File: config.mk
export PLATFORM = sky130hd
export DESIGN_NAME = id_stage_pipe
export DESIGN_NICKNAME = d
export VERILOG_FILES = /design/src/rtl/id_pkg.sv /design/src/rtl/id_hazard_unit.sv /design/src/rtl/id_stage_pipe.sv
export SDC_FILE = /design/constraint.sdc
export NUM_CORES = 2
export LEC_CHECK = 0
export BUFFER_PORTS_ARGS = -buffer_cell sky130_fd_sc_hd__buf_2
export CAP_MARGIN = 20
export CORE_ASPECT_RATIO = 1.2
export CORE_MARGIN = 2
export CORE_UTILIZATION = 55
export DETAILED_ROUTE_END_ITERATION = 12
export GPL_ROUTABILITY_DRIVEN = 0
export PLACE_DENSITY = 0.76
export SLEW_MARGIN = 25
export SYNTH_ARGS = -nofsm -noshare
export SYNTH_HDL_FRONTEND = slang
export SYNTH_SLANG_ARGS = --single-unit
File: constraint.sdc
create_clock -name i_clk -period 2.7 [get_ports i_clk]
set_input_delay 0.135 -clock i_clk [delete_from_list [all_inputs] [get_ports i_clk]]
set_output_delay 0.135 -clock i_clk [all_outputs]
set_load 0.05 [all_outputs]
File: src/rtl/id_pkg.sv
// Shared RV32I decode definitions for the ID stage: opcodes, format one-hots,
// writeback and ALU select codes, the decoded control bundle and its decoder.
package id_pkg;

    localparam logic [6:0] OPC_LUI      = 7'b0110111;
    localparam logic [6:0] OPC_AUIPC    = 7'b0010111;
    localparam logic [6:0] OPC_JAL      = 7'b1101111;
    localparam logic [6:0] OPC_JALR     = 7'b1100111;
    localparam logic [6:0] OPC_BRANCH   = 7'b1100011;
    localparam logic [6:0] OPC_LOAD     = 7'b0000011;
    localparam logic [6:0] OPC_STORE    = 7'b0100011;
    localparam logic [6:0] OPC_OP_IMM   = 7'b0010011;
    localparam logic [6:0] OPC_OP       = 7'b0110011;
    localparam logic [6:0] OPC_MISC_MEM = 7'b0001111;
    localparam logic [6:0] OPC_SYSTEM   = 7'b1110011;

    localparam logic [5:0] FMT_NONE = 6'b000000;
    localparam logic [5:0] FMT_R    = 6'b000001;
    localparam logic [5:0] FMT_I    = 6'b000010;
    localparam logic [5:0] FMT_S    = 6'b000100;
    localparam logic [5:0] FMT_B    = 6'b001000;
    localparam logic [5:0] FMT_U    = 6'b010000;
    localparam logic [5:0] FMT_J    = 6'b100000;

    localparam logic [2:0] WR_ALU    = 3'd0;
    localparam logic [2:0] WR_MEM    = 3'd1;
    localparam logic [2:0] WR_PC4    = 3'd2;
    localparam logic [2:0] WR_IMM    = 3'd3;
    localparam logic [2:0] WR_PC_IMM = 3'd4;

    // ALU op codes line up with funct3 so OP/OP-IMM can pass funct3 straight through.
    localparam logic [2:0] ALU_ADD  = 3'd0;
    localparam logic [2:0] ALU_SLL  = 3'd1;
    localparam logic [2:0] ALU_SLT  = 3'd2;
    localparam logic [2:0] ALU_SLTU = 3'd3;
    localparam logic [2:0] ALU_XOR  = 3'd4;
    localparam logic [2:0] ALU_SR   = 3'd5;
    localparam logic [2:0] ALU_OR   = 3'd6;
    localparam logic [2:0] ALU_AND  = 3'd7;

    typedef struct packed {
        logic [5:0]  format;
        logic [2:0]  funct3;
        logic [6:0]  funct7;
        logic        alu_input_sel;
        logic        alu_sub_sel;
        logic        alu_sign_sel;
        logic        alu_arith_sel;
        logic [2:0]  alu_op_sel;
        logic        jump_type_sel;
        logic        jump_sel;
        logic        dmem_wr_en;
        logic        dmem_rd_en;
        logic        reg_wr_en;
        logic [2:0]  reg_wr_sel;
        logic        halt;
        logic        trap;
        logic [31:0] immed;
    } ctrl_t;

    function automatic logic [31:0] imm_gen(input logic [31:0] instr, input logic [5:0] fmt);
        logic [31:0] imm;
        imm = '0;
        case (fmt)
            FMT_I:   imm = {{20{instr[31]}}, instr[31:20]};
            FMT_S:   imm = {{20{instr[31]}}, instr[31:25], instr[11:7]};
            FMT_B:   imm = {{19{instr[31]}}, instr[31], instr[7], instr[30:25], instr[11:8], 1'b0};
            FMT_U:   imm = {instr[31:12], 12'b0};
            FMT_J:   imm = {{11{instr[31]}}, instr[31], instr[19:12], instr[20], instr[30:21], 1'b0};
            default: imm = '0;
        endcase
        return imm;
    endfunction

    function automatic logic uses_rs1(input logic [5:0] fmt);
        return |(fmt & (FMT_R | FMT_I | FMT_S | FMT_B));
    endfunction

    function automatic logic uses_rs2(input logic [5:0] fmt);
        return |(fmt & (FMT_R | FMT_S | FMT_B));
    endfunction

    function automatic ctrl_t decode(input logic [31:0] instr);
        ctrl_t      c;
        logic [2:0] f3;
        logic       alt;
        c      = '0;
        f3     = instr[14:12];
        alt    = instr[30];
        c.funct3 = f3;
        c.funct7 = instr[31:25];
        case (instr[6:0])
            OPC_LUI: begin
                c.format = FMT_U; c.alu_input_sel = 1'b1;
                c.reg_wr_en = 1'b1; c.reg_wr_sel = WR_IMM;
            end
            OPC_AUIPC: begin
                c.format = FMT_U; c.alu_input_sel = 1'b1;
                c.reg_wr_en = 1'b1; c.reg_wr_sel = WR_PC_IMM;
            end
            OPC_JAL: begin
                c.format = FMT_J; c.jump_sel = 1'b1;
                c.reg_wr_en = 1'b1; c.reg_wr_sel = WR_PC4;
            end
            OPC_JALR: begin
                c.format = FMT_I; c.jump_sel = 1'b1; c.jump_type_sel = 1'b1;
                c.alu_input_sel = 1'b1; c.reg_wr_en = 1'b1; c.reg_wr_sel = WR_PC4;
            end
            OPC_BRANCH: begin
                // Branches compare by subtraction; BLT/BGE need the signed flavour.
                c.format = FMT_B; c.alu_sub_sel = 1'b1;
                c.alu_sign_sel = f3[2] & ~f3[1];
            end
            OPC_LOAD: begin
                c.format = FMT_I; c.alu_input_sel = 1'b1; c.dmem_rd_en = 1'b1;
                c.reg_wr_en = 1'b1; c.reg_wr_sel = WR_MEM;
            end
            OPC_STORE: begin
                c.format = FMT_S; c.alu_input_sel = 1'b1; c.dmem_wr_en = 1'b1;
            end
            OPC_OP_IMM: begin
                c.format = FMT_I; c.alu_input_sel = 1'b1; c.alu_op_sel = f3;
                c.alu_sign_sel = (f3 == ALU_SLT);
                c.alu_arith_sel = (f3 == ALU_SR) & alt;
                c.reg_wr_en = 1'b1; c.reg_wr_sel = WR_ALU;
            end
            OPC_OP: begin
                c.format = FMT_R; c.alu_op_sel = f3;
                c.alu_sub_sel = (f3 == ALU_ADD) & alt;
                c.alu_sign_sel = (f3 == ALU_SLT);
                c.alu_arith_sel = (f3 == ALU_SR) & alt;
                c.reg_wr_en = 1'b1; c.reg_wr_sel = WR_ALU;
            end
            OPC_MISC_MEM: begin
                c.format = FMT_I;
            end
            OPC_SYSTEM: begin
                c.format = FMT_I;
                c.halt = (f3 == 3'b000) & instr[20];
            end
            default: begin
                c.format = FMT_NONE; c.trap = 1'b1;
            end
        endcase
        c.immed = imm_gen(instr, c.format);
        return c;
    endfunction

endpackage

File: src/rtl/id_hazard_unit.sv
// Combinational load-use stall detection and WB->ID bypass selection.
module id_hazard_unit #(
    parameter int AW        = 5,
    parameter int BYPASS_EN = 1,
    parameter int HAZARD_EN = 1
) (
    input  logic          if_valid,
    input  logic          ex_valid,
    input  logic          ex_load,
    input  logic [AW-1:0] ex_rd_addr,
    input  logic [AW-1:0] rs1_addr,
    input  logic [AW-1:0] rs2_addr,
    input  logic          use_rs1,
    input  logic          use_rs2,
    input  logic          wb_en,
    input  logic [AW-1:0] wb_addr,
    output logic          stall,
    output logic          bypass_rs1,
    output logic          bypass_rs2
);

    logic rs1_hit;
    logic rs2_hit;
    logic wb_live;

    assign rs1_hit = use_rs1 && (ex_rd_addr == rs1_addr);
    assign rs2_hit = use_rs2 && (ex_rd_addr == rs2_addr);

    // A load sitting in the bundle cannot feed the instruction behind it in the same cycle.
    assign stall = (HAZARD_EN != 0) && if_valid && ex_valid && ex_load &&
                   (ex_rd_addr != '0) && (rs1_hit || rs2_hit);

    assign wb_live    = (BYPASS_EN != 0) && wb_en && (wb_addr != '0);
    assign bypass_rs1 = wb_live && (wb_addr == rs1_addr);
    assign bypass_rs2 = wb_live && (wb_addr == rs2_addr);

endmodule

File: src/rtl/id_stage_pipe.sv
// RV32I decode stage: one instruction per cycle into a registered bundle, with
// register file, WB bypass, load-use bubble, flush and sticky halt.
module id_stage_pipe #(
    parameter int XLEN      = 32,
    parameter int NREGS     = 32,
    parameter int BYPASS_EN = 1,
    parameter int HAZARD_EN = 1,
    localparam int AW       = $clog2(NREGS)
) (
    input  logic            i_clk,
    input  logic            i_rst,
    input  logic            i_if_valid,
    output logic            o_if_ready,
    input  logic [31:0]     i_instr,
    input  logic            i_flush,
    input  logic            i_wb_en,
    input  logic [AW-1:0]   i_wb_addr,
    input  logic [XLEN-1:0] i_wb_data,
    output logic            o_ex_valid,
    input  logic            i_ex_ready,
    output logic [AW-1:0]   o_rs1_addr,
    output logic [AW-1:0]   o_rs2_addr,
    output logic [AW-1:0]   o_rd_addr,
    output logic [XLEN-1:0] o_rs1_data,
    output logic [XLEN-1:0] o_rs2_data,
    output logic [XLEN-1:0] o_immed,
    output logic [2:0]      o_funct3,
    output logic [6:0]      o_funct7,
    output logic [5:0]      o_format,
    output logic            o_alu_input_sel,
    output logic            o_alu_sub_sel,
    output logic            o_alu_sign_sel,
    output logic            o_alu_arith_sel,
    output logic [2:0]      o_alu_op_sel,
    output logic            o_jump_type_sel,
    output logic            o_jump_sel,
    output logic            o_dmem_wr_en,
    output logic            o_dmem_rd_en,
    output logic            o_reg_wr_en,
    output logic [2:0]      o_reg_wr_sel,
    output logic            o_halt,
    output logic            o_trap,
    output logic            o_halted
);

    import id_pkg::*;

    // Handshakes: a side transfers on a cycle where its valid and ready are both high;
    // valid never waits on ready, and the bundle is frozen while valid is high and ready low.

    ctrl_t           dec;
    ctrl_t           ctrl_q;
    logic            ex_valid_q;
    logic            halted_q;
    logic [AW-1:0]   rs1_addr_q, rs2_addr_q, rd_addr_q;
    logic [XLEN-1:0] rs1_data_q, rs2_data_q;

    logic [AW-1:0]   rs1_addr, rs2_addr, rd_addr;
    logic [XLEN-1:0] rf_rd1, rf_rd2, rs1_data, rs2_data;
    logic [XLEN-1:0] rf_q [NREGS];
    logic            stall, bypass_rs1, bypass_rs2;
    logic            accept;

    assign dec      = decode(i_instr);
    assign rs1_addr = i_instr[15 +: AW];
    assign rs2_addr = i_instr[20 +: AW];
    assign rd_addr  = i_instr[7 +: AW];

    // Register file: writes land every cycle regardless of pipeline state; x0 stays zero.
    always_ff @(posedge i_clk) begin
        if (i_rst) begin
            for (int i = 0; i < NREGS; i++) rf_q[i] <= '0;
        end else if (i_wb_en && (i_wb_addr != '0)) begin
            rf_q[i_wb_addr] <= i_wb_data;
        end
    end

    assign rf_rd1 = (rs1_addr == '0) ? '0 : rf_q[rs1_addr];
    assign rf_rd2 = (rs2_addr == '0) ? '0 : rf_q[rs2_addr];

    id_hazard_unit #(
        .AW        (AW),
        .BYPASS_EN (BYPASS_EN),
        .HAZARD_EN (HAZARD_EN)
    ) u_hazard (
        .if_valid   (i_if_valid),
        .ex_valid   (ex_valid_q),
        .ex_load    (ctrl_q.dmem_rd_en),
        .ex_rd_addr (rd_addr_q),
        .rs1_addr   (rs1_addr),
        .rs2_addr   (rs2_addr),
        .use_rs1    (uses_rs1(dec.format)),
        .use_rs2    (uses_rs2(dec.format)),
        .wb_en      (i_wb_en),
        .wb_addr    (i_wb_addr),
        .stall      (stall),
        .bypass_rs1 (bypass_rs1),
        .bypass_rs2 (bypass_rs2)
    );

    assign rs1_data = bypass_rs1 ? i_wb_data : rf_rd1;
    assign rs2_data = bypass_rs2 ? i_wb_data : rf_rd2;

    assign o_if_ready = !halted_q && !stall && (!ex_valid_q || i_ex_ready);
    assign accept     = i_if_valid && o_if_ready;

    // Flush wins over accept and hold; an empty or drained slot simply goes invalid.
    always_ff @(posedge i_clk) begin
        if (i_rst) begin
            ex_valid_q <= 1'b0;
            halted_q   <= 1'b0;
            ctrl_q     <= '0;
            rs1_addr_q <= '0;
            rs2_addr_q <= '0;
            rd_addr_q  <= '0;
            rs1_data_q <= '0;
            rs2_data_q <= '0;
        end else begin
            if (ex_valid_q && i_ex_ready && ctrl_q.halt) halted_q <= 1'b1;
            if (i_flush) begin
                ex_valid_q <= 1'b0;
            end else if (accept) begin
                ex_valid_q <= 1'b1;
                ctrl_q     <= dec;
                rs1_addr_q <= rs1_addr;
                rs2_addr_q <= rs2_addr;
                rd_addr_q  <= rd_addr;
                rs1_data_q <= rs1_data;
                rs2_data_q <= rs2_data;
            end else if (i_ex_ready) begin
                ex_valid_q <= 1'b0;
            end
        end
    end

    assign o_ex_valid      = ex_valid_q;
    assign o_halted        = halted_q;
    assign o_rs1_addr      = rs1_addr_q;
    assign o_rs2_addr      = rs2_addr_q;
    assign o_rd_addr       = rd_addr_q;
    assign o_rs1_data      = rs1_data_q;
    assign o_rs2_data      = rs2_data_q;
    assign o_immed         = XLEN'($signed(ctrl_q.immed));
    assign o_funct3        = ctrl_q.funct3;
    assign o_funct7        = ctrl_q.funct7;
    assign o_format        = ctrl_q.format;
    assign o_alu_input_sel = ctrl_q.alu_input_sel;
    assign o_alu_sub_sel   = ctrl_q.alu_sub_sel;
    assign o_alu_sign_sel  = ctrl_q.alu_sign_sel;
    assign o_alu_arith_sel = ctrl_q.alu_arith_sel;
    assign o_alu_op_sel    = ctrl_q.alu_op_sel;
    assign o_jump_type_sel = ctrl_q.jump_type_sel;
    assign o_jump_sel      = ctrl_q.jump_sel;
    assign o_dmem_wr_en    = ctrl_q.dmem_wr_en;
    assign o_dmem_rd_en    = ctrl_q.dmem_rd_en;
    assign o_reg_wr_en     = ctrl_q.reg_wr_en;
    assign o_reg_wr_sel    = ctrl_q.reg_wr_sel;
    assign o_halt          = ctrl_q.halt;
    assign o_trap          = ctrl_q.trap;

endmodule

==> flow_summary.json <==
{
  "status": "completed",
  "row_count": 134,
  "dpl_worst_slack_ns": 0.0991,
  "synth_top_area_cell": "edfxtp_1",
  "cp_max_fo": 19,
  "p_total_mw": 42.2,
  "power_leakage_nw": 24.8,
  "crit_type": "register to output pin",
  "r2r_cells": 8,
  "fillCellCount": 8073,
  "skew_ns": 0.0386,
  "grt_max_degree": 111,
  "avgSynthCellArea_sq_um": 13.4,
  "ys_warn_count": 0,
  "top_layer_used": "met5",
  "hpwlAfterDp_mm": 123,
  "setup_viol": 0,
  "ys_types": 59,
  "die_area_sq_mm": 0.114,
  "hold_path_end": "o_rs2_addr[3]$_SDFFE_PP0P_",
  "drtPass1Iterations": 7,
  "synth_edf_count": 1024,
  "fin_worst_hold_slack_ns": 0.0308,
  "synth_common_cells": "and2_1 (1056), edfxtp_1 (1024), mux4_2 (399)",
  "fin_util_pct": 62.7,
  "antenna_found_initial": 11,
  "core_sq_mm": 0.111,
  "hold_path.class": "primary input to register",
  "port-buffer-count": 221,
  "die_h_um": 370,
  "period_share_pct": 99.4,
  "via_per_inst": 6.80,
  "syn2layout_area_growth_pct": 13.5,
  "synth_seq_cells": 1170,
  "rrSetupSlack_ns": 0.09,
  "clkLatencyLatePin_ns": 0.75,
  "tightest_slew_ns": 1.07,
  "cts_tree": "yes",
  "nets": 4853,
  "yosysSeqAreaShare_pct": 54.9,
  "fmax_mhz": 373,
  "vias": 43300,
  "worstHoldStart": "i_instr[23]",
  "postLayoutCellArea_sq_mm": 0.0696,
  "clockBufferDepth": 3,
  "grt_pass1_vias": 43300,
  "antenna_left": 0,
  "numCtsBuffers": 111,
  "drc_errors": 0,
  "syn_area_sq_mm": 0.0613,
  "max_slew_margin_pct": 28.6,
  "slowest_delay_ns": 0.54,
  "dr_wl_met2_mm": 92.3,
  "critPathSlowestCell": "or4_1",
  "routedWlPerCell_um": 30.5,
  "synth_cells": 4581,
  "endpoint_kind": "output pin",
  "clkSinkCount": 1170,
  "critPathLaunchType": "register",
  "required_ns": 2.57,
  "min_path_cells": 4,
  "setup_slack_ns": 0.0159,
  "power_density_mw_per_mm2": 607,
  "finalCriticalPeriod_ns": 2.68,
  "synthArstFlopShare_pct": 0,
  "die_x_um": 309,
  "reg2reg_to": "o_ex_valid$_SDFFE_PP0P_",
  "peakVddDrop_mv": 0.563,
  "netlist.area_leader.share_pct": 50.1,
  "maxSlewViolCount": 0,
  "drt-initial-drc-count": 5833,
  "ios": 222,
  "wl_met1_mm": 66.0,
  "reg2reg_from": "o_rd_addr[0]$_SDFFE_PP0P_",
  "grt_use_total_pct": 33.8,
  "post_dp_cell_area_sq_mm": 0.0657,
  "synth_ff_type": "edfxtp_1",
  "initial_utilization_pct": 55.3,
  "wl_met3_mm": 24.2,
  "cts_root_buf": "clkbuf_16",
  "yosysMostFrequentCell": "and2_1",
  "max_cap_violations": 0,
  "finalWirelength_mm": 194,
  "cp.arrival_ns": 2.55,
  "hold_viol_final": 0,
  "rsz0062_at_grt": "yes",
  "gr-total-overflow": 0,
  "worstPathCellList": "or4_1 > nor2_2 > nor4_2 > o21a_2 > buf_12 > nor3_4 > buf_6",
  "synth_top_cells_by_area": "edfxtp_1 (50%), mux4_2 (15%), and2_1 (11%)",
  "grt_pass1_wl_mm": 282,
  "layout-drive-gt1-share_pct": 24.0,
  "htree_levels": 3,
  "path_clk_slew_ns": 0.06
}
-- layout make-up --
class	count	area (sq um)	area share (%)
sequential	1170	33700	48.4
clock buffer	143	2960	4.25
clock inverter	62	500	0.719
multi-input combinational	2935	25800	37.0
timing repair buffer	553	4800	6.89
antenna	5	12.5	0.0180
inverter	7	30.0	0.0431
tap	1496	1870	2.69
-- worst max-delay path, delay by kind of cell (launching register included) --
| family | cells | cell delay, ns |
|---|---|---|
| AOI/OAI and AO/OA | 1 | 0.15 |
| buffers and inverters | 2 | 0.35 |
| DFF | 1 | 0.36 |
| and+or+nand+nor | 4 | 0.95 |
-- cell families (layout without fill, tap and decap cells) --
kind of cell,count (synthesis),in the layout,synth area share [%]
compound gates,835,835,8.57
xor+xnor,21,21,0.300
buf+inv,507,765,3.61
flops,1170,1170,54.9
mux,690,690,19.4
other cells,1,37,0.00611
simple gates,1357,1357,13.2
-- power by group --
part           switching (mW)  internal [mW]  total (mW)  leakage (nW)
registers               0.579           20.6        21.2          10.9
clock network            6.99           8.32        15.3          1.71
logic                    3.45           2.28        5.73          12.2
total                    11.0           31.2        42.2          24.8
-- sequential cells by signal (all words and copies together), names as in the netlist, 3 cells and up --
register / flops
rf_q: 1024
o_immed: 32
o_rs1_data: 32
o_rs2_data: 32
o_funct7: 7
o_format: 6
o_rd_addr: 5
o_rs1_addr: 5
o_rs2_addr: 5
o_alu_op_sel: 3
o_funct3: 3
o_reg_wr_sel: 3
-- worst max path at each step --
stage | startpoint | endpoint | slack (ns) | cells after the start
final | o_rd_addr[0]$_SDFFE_PP0P_ | o_if_ready | 0.02 | 7
after global routing | o_rd_addr[4]$_SDFFE_PP0P_ | o_ex_valid$_SDFFE_PP0P_ | -0.03 | 9
after CTS | o_rd_addr[0]$_SDFFE_PP0P_ | o_if_ready | 0.01 | 7
after detailed placement | i_wb_addr[2] | o_rs2_data[2]$_SDFFE_PP0P_ | 0.1 | 10
after global placement | i_wb_addr[2] | o_rs2_data[2]$_SDFFE_PP0P_ | 0.09 | 10
after floorplan | o_rd_addr[0]$_SDFFE_PP0P_ | o_if_ready | 0.33 | 6
-- what timing repair did --
item | 4_1_cts | 5_1_grt
hold buffers | 36 | 0
gates cloned | 1 | 0
gates resized for setup | 9 | 3
pin swaps | 2 | 1
hold endpoints to repair | 86 | 0
buffers inserted | 1 | 0
setup endpoints to repair | 1 | 2
-- stage by stage --
stage	TNS (ns)	std cells
finish	0	6371
global route	-0.0637	6367
CTS	0	6366
detailed placement	0	6123
global placement	0	6123
floorplan	0	4612
-- placed cells by master, fill, tap and decap left out, types with 25 or more instances in the layout --
| master | count |
|---|---|
| clkinv_1 | 25 |
| buf_2 | 211 |
| dlygate4sd3_1 | 36 |
| and2_1 | 1056 |
| buf_12 | 80 |
| conb_1 | 32 |
| nand2_1 | 94 |
| edfxtp_1 | 1024 |
| buf_4 | 218 |
| a311oi_1 | 63 |
| mux4_2 | 399 |
| dfxtp_1 | 144 |
| nor2_2 | 33 |
| a221oi_1 | 67 |
| nand3_1 | 57 |
| a211oi_1 | 156 |
| a21oi_1 | 336 |
| o21ai_0 | 114 |
| o22ai_1 | 52 |
| mux2i_1 | 291 |
| or2_2 | 34 |
| clkbuf_16 | 112 |
-- metal layers --
metal / up-vias / GRT usage, %
met1: 21600 / 42.2
met2: 3163 / 54.2
met3: 768 / 8.51
met4: 20 / 18.6
li1: 17800 / -
met5: - / 0
(Power assumes the default switching activity.)
